**src/rtl/serial_add_sub.sv**
```systemverilog
`default_nettype none
// +--------------------------------------------------------------------------+
// | Module   : serial_add_sub                                                |
// | Purpose  : Bit-serial unsigned adder/subtractor. One operand bit is      |
// |            processed per clock, LSB first, through a single full-adder   |
// |            cell. The result is WIDTH+1 bits wide so that a subtraction   |
// |            yields a two's-complement signed difference.                  |
// | Ports    : clk   - clock, all state changes on the rising edge           |
// |            rst   - synchronous active-high reset                         |
// |            start - begin an operation with the current A, B, sub         |
// |            A, B  - unsigned operands, WIDTH bits                         |
// |            sub   - 0 = A + B, 1 = A - B                                  |
// |            busy  - high while bits are being processed                   |
// |            done  - one-cycle pulse, S/C_out valid                        |
// |            S     - WIDTH+1 bit result, held until the next result        |
// |            C_out - carry out of bit WIDTH-1 (1 = no borrow on subtract)  |
// | Revision : 1.0 - initial release                                         |
// +--------------------------------------------------------------------------+
module serial_add_sub #(
    parameter int WIDTH = 4
) (
    input  logic             clk,
    input  logic             rst,
    input  logic             start,
    input  logic [WIDTH-1:0] A,
    input  logic [WIDTH-1:0] B,
    input  logic             sub,
    output logic             busy,
    output logic             done,
    output logic [WIDTH:0]   S,
    output logic             C_out
);

    localparam int                 c_CNT_W = $clog2(WIDTH) + 1;
    localparam logic [c_CNT_W-1:0] c_LAST  = c_CNT_W'(WIDTH - 1);
    localparam logic [c_CNT_W-1:0] c_ONE   = c_CNT_W'(1);

    localparam logic [1:0] c_IDLE = 2'd0;
    localparam logic [1:0] c_CALC = 2'd1;
    localparam logic [1:0] c_DONE = 2'd2;

    logic [1:0]         r_state;
    logic [WIDTH-1:0]   r_a;
    logic [WIDTH-1:0]   r_b;
    logic [WIDTH-1:0]   r_sum;
    logic               r_sub;
    logic               r_carry;
    logic [c_CNT_W-1:0] r_cnt;

    logic               w_a_bit;
    logic               w_b_bit;
    logic               w_sum_bit;
    logic               w_carry_next;
    logic [WIDTH-1:0]   w_sum_vec;

    // Operand registers shift right, so bit 0 is always the bit in flight.
    // Subtraction inverts B and preloads the carry with 1 (A + ~B + 1).
    assign w_a_bit      = r_a[0];
    assign w_b_bit      = r_b[0] ^ r_sub;
    assign w_sum_bit    = w_a_bit ^ w_b_bit ^ r_carry;
    assign w_carry_next = (w_a_bit & w_b_bit) | (w_a_bit & r_carry) | (w_b_bit & r_carry);

    // Accumulated sum bits with the current bit merged in at its position;
    // r_sum is cleared on start, so an OR is enough to insert the bit.
    assign w_sum_vec = r_sum | (WIDTH'(w_sum_bit) << r_cnt);

    assign busy = (r_state == c_CALC);
    assign done = (r_state == c_DONE);

    always_ff @(posedge clk) begin
        if (rst) begin
            r_state <= c_IDLE;
            r_a     <= '0;
            r_b     <= '0;
            r_sum   <= '0;
            r_sub   <= 1'b0;
            r_carry <= 1'b0;
            r_cnt   <= '0;
            S       <= '0;
            C_out   <= 1'b0;
        end else begin
            case (r_state)
                // DONE accepts start exactly like IDLE so operations can be
                // issued back to back without an idle cycle.
                c_IDLE, c_DONE: begin
                    if (start) begin
                        r_a     <= A;
                        r_b     <= B;
                        r_sub   <= sub;
                        r_carry <= sub;
                        r_sum   <= '0;
                        r_cnt   <= '0;
                        r_state <= c_CALC;
                    end else begin
                        r_state <= c_IDLE;
                    end
                end
                c_CALC: begin
                    r_a     <= r_a >> 1;
                    r_b     <= r_b >> 1;
                    r_carry <= w_carry_next;
                    r_sum   <= w_sum_vec;
                    r_cnt   <= r_cnt + c_ONE;
                    if (r_cnt == c_LAST) begin
                        r_state <= c_DONE;
                        // For subtraction the carry out means "no borrow",
                        // so the sign bit of the difference is its inverse.
                        S       <= {(r_sub ? ~w_carry_next : w_carry_next), w_sum_vec};
                        C_out   <= w_carry_next;
                    end
                end
                default: begin
                    r_state <= c_IDLE;
                end
            endcase
        end
    end

endmodule
`default_nettype wire
```
**config.mk**
```make
export PLATFORM = sky130hd
export DESIGN_NAME = serial_add_sub
export DESIGN_NICKNAME = d
export VERILOG_FILES = /design/src/rtl/serial_add_sub.sv
export SDC_FILE = /design/constraint.sdc
export NUM_CORES = 1
export LEC_CHECK = 0
export ABC_AREA = 1
export BUFFER_PORTS_ARGS = -buffer_cell sky130_fd_sc_hd__buf_4
export CORE_AREA = 5 5 78 80
export CTS_CLUSTER_DIAMETER = 100
export DETAILED_ROUTE_END_ITERATION = 16
export DIE_AREA = 0 0 83 85
export GPL_ROUTABILITY_DRIVEN = 0
export GPL_TIMING_DRIVEN = 0
export PLACE_DENSITY = 0.44
export SYNTH_ARGS = -nofsm -noshare
export SYNTH_HDL_FRONTEND = slang
export SYNTH_SLANG_ARGS = --single-unit
```
**constraint.sdc**
```tcl
create_clock -name clk -period 1.4 [get_ports clk]
set_input_delay 0.28 -clock clk [delete_from_list [all_inputs] [get_ports clk]]
set_output_delay 0.28 -clock clk [all_outputs]
set_load 0.005 [all_outputs]
```
==> impl_metrics.tcl <==
set metrics [dict create \
    crit_type "register to register" \
    failed_checks "negative setup slack" \
    synth_edf_count 0 \
    grt_use_met1_pct 11.1 \
    setup_slack_ns -0.126 \
    synth.avg_cell_area_sq_um 7.08 \
    synth_ff_type "dfxtp_1" \
    status "complete, but fails checks" \
    synth_cells 183 \
    grt_usage_pct 9.35 \
    finalSetupViolCount 8 \
    overflow 0 \
    fin_nets 226 \
    hold_class "input pin to register" \
    synth.most_common_cell "nand2_1" \
    startpoint_type "register" \
    leakagePower_nw 0.791 \
    first_pass_iters 4 \
    path_clk_slew_ns 0.09 \
    routedWlPerCell_um 10.6 \
    tightest_slew_ns 0.275 \
    io_buffers 19 \
    synth-warning-count 0 \
    grt_max_degree 15 \
    final-instance-count-excl-fill 282 \
    synthArstFlopShare_pct 0 \
    critPathMaxFanout 3 \
    path_cells "xor2_1 -> fa_1 -> inv_1 -> nor2_2 -> nand2_1 -> nand2_2 -> inv_1 -> nor2_1" \
    postCtsHoldBufs 0 \
    cts_tree "done" \
    slowest_stage "fa_1" \
    h-tree-depth 1 \
    die-width_um 83 \
    vdd_ir_drop_max_uv 374 \
    n_antenna_cell 0 \
    drtIter0Drc 20 \
    period_share_pct 109 \
    ctsLongestPathBuffers 2 \
    min_period_ns 1.53 \
    clock.fmax_mhz 655 \
    fp-row-count 27 \
    required_ns 1.62 \
    fp.dieH_um 85 \
    hold_violations 0 \
    cts.root.buffer_cell "clkbuf_8" \
    start_util_pct 24.3 \
    cts_made_buffers 3 \
    finalMaxSlewViolations 0 \
    synth_nets 198 \
    core_area_sq_um 5340 \
    crit_start "r_sub" \
    tns_ns -0.653 \
    ys_seq_area_share_pct 38.6 \
    synth_common_cells "nand2_1 (40), inv_1 (35), dfxtp_1 (25)" \
    relSlewSlack_pct 81.7 \
    critPathMaxStageDelay_ns 0.52 \
    rsz0062_at_grt "yes" \
    grt_busiest_layer "met2" \
    dieArea_sq_um 7060 \
    finalClockSkew_ns 0.00279 \
    synth_cell_types 25 \
    grt_pass1_vias 1102 \
    grt_antenna_before_repair 0 \
    gr-usage-met3_pct 1.65 \
    drive_gt1_share_pct 25.2 \
    synth_area_sq_um 1290 \
    clock_sinks 25 \
    avgViaCountPerCell 3.98 \
    synth-seq-cells 25 \
    num_vias 1121 \
    post-dp-hpwl_mm 2.12 \
    synth_top_cell_by_area "dfxtp_1" \
    min_from "B[0]" \
    use_met2_pct 16.1 \
    ys_top_cells_by_area "dfxtp_1 (39%), nand2_1 (12%), inv_1 (10%)" \
    synth_top_cell_area_share_pct 38.6 \
    reg2reg_depth 8 \
    r2r-start "r_sub" \
    cp.arrival_ns 1.74 \
    min_to "r_b[0]" \
    drv_cap 0 \
    drc 0 \
    wl_mm 2.99 \
    power-per-cell-area_nw_per_um2 948 \
    placed_cells 274 \
    endpoint_kind "register" \
    grt_pass1_wl_mm 5.24 \
    io_pins 20 \
    antenna_left 0 \
    hold_depth 3 \
    clkLatencyLatePin_ns 0.27 \
    crit_path_frequent_cell "inv_1" \
    r2r_end "r_sum[0]" \
    areaGrowthSynthToFinish_pct 25.3 \
    r2r_slack_ns -0.13 \
]
worst max-delay path: cells and delay by family (launching register included):
kind                       cells  cell delay (ns)
xor gates and xnor gates       1             0.16
adders and majority gates      1             0.52
buffers and inverters          2             0.10
and+or+nand+nor                4             0.36
DFF                            1             0.33
worst max path at each step:
| stage | to | slack (ns) | depth (start not counted) |
|---|---|---|---|
| after CTS | r_sum[0] | -0.15 | 8 |
| after detailed placement | r_sum[0] | -0.15 | 8 |
| after floorplan | r_sum[0] | -0.008 | 8 |
| after global routing | S[0] | -0.27 | 8 |
| final | r_sum[0] | -0.13 | 8 |
| after global placement | r_sum[0] | -0.16 | 8 |
cell type report:
| class | count | area [sq um] |
|---|---|---|
| Fill cell | 609 | 3710 |
| Multi-Input combinational cell | 113 | 587 |
| Sequential cell | 25 | 507 |
| Timing Repair Buffer | 23 | 173 |
| Inverter | 37 | 141 |
| Tap cell | 72 | 90.1 |
| Buffer | 8 | 78.8 |
| Clock buffer | 3 | 41.3 |
| Clock inverter | 1 | 5.00 |
repair_timing:
action                     CTS  global route
resized for setup            4             4
setup endpoints to repair    9            12
hold endpoints to repair     0             0
pin swaps                    7             3
buffers inserted             3             1
routing by layer:
| metal | share of wire (%) | vias to the layer above |
|---|---|---|
| met1 | 47 | 494 |
| met4 | 2.3 | 0 |
| met3 | 2.2 | 7 |
| met2 | 49 | 10 |
| li1 | - | 610 |
| met5 | 0 | - |
sequential cells by signal, summed over array words and instances, names as in the netlist:
| register | flops |
|---|---|
| S | 5 |
| r_a | 4 |
| r_b | 4 |
| r_sum | 4 |
| r_cnt | 3 |
| r_state | 2 |
| C_out | 1 |
| r_carry | 1 |
| r_sub | 1 |
power breakdown:
part	total [mW]	switching (mW)	leakage (nW)	internal [mW]
clock	0.448	0.248	0.0255	0.200
combinational	0.322	0.177	0.559	0.145
sequential	0.769	0.0205	0.206	0.748
through the flow:
step	utilization, %	cell area [sq um]	worst slack (ns)	total power [mW]	hold slack, ns
4_1_cts	30.1	1610	-0.154	1.56	0.224
3_5_place_dp	28.7	1530	-0.149	1.08	0.464
2_1_floorplan	-	1300	-0.00843	0.993	0.422
3_3_place_gp	28.7	1530	-0.162	1.08	0.464
5_1_grt	30.4	1620	-0.274	1.64	0.236
6_report	30.4	1620	-0.126	1.54	0.228
kinds of logic after synthesis:
kind of cell             Yosys count  synth area share, %
XOR/XNOR                           2                 1.35
AO/OA/AOI/OAI                     16                 6.76
adder cells (fa/ha/maj)            3                 3.48
flip-flops                        25                 38.6
buffers and inverters             45                 16.7
AND/OR/NAND/NOR                   92                 33.0
cells in the final DEF (no fill, tap or decap), drive strengths merged:
cell	n
clkbuf	4
xnor2	1
o21ai	5
nand3b	2
nand2	41
nand3	20
ha	2
xor2	1
fa	1
a21oi	11
nor2	23
dfxtp	25
nor3	6
inv	37
clkinv	1
buf	30
No activity file was read; power rests on OpenSTA's default activity.
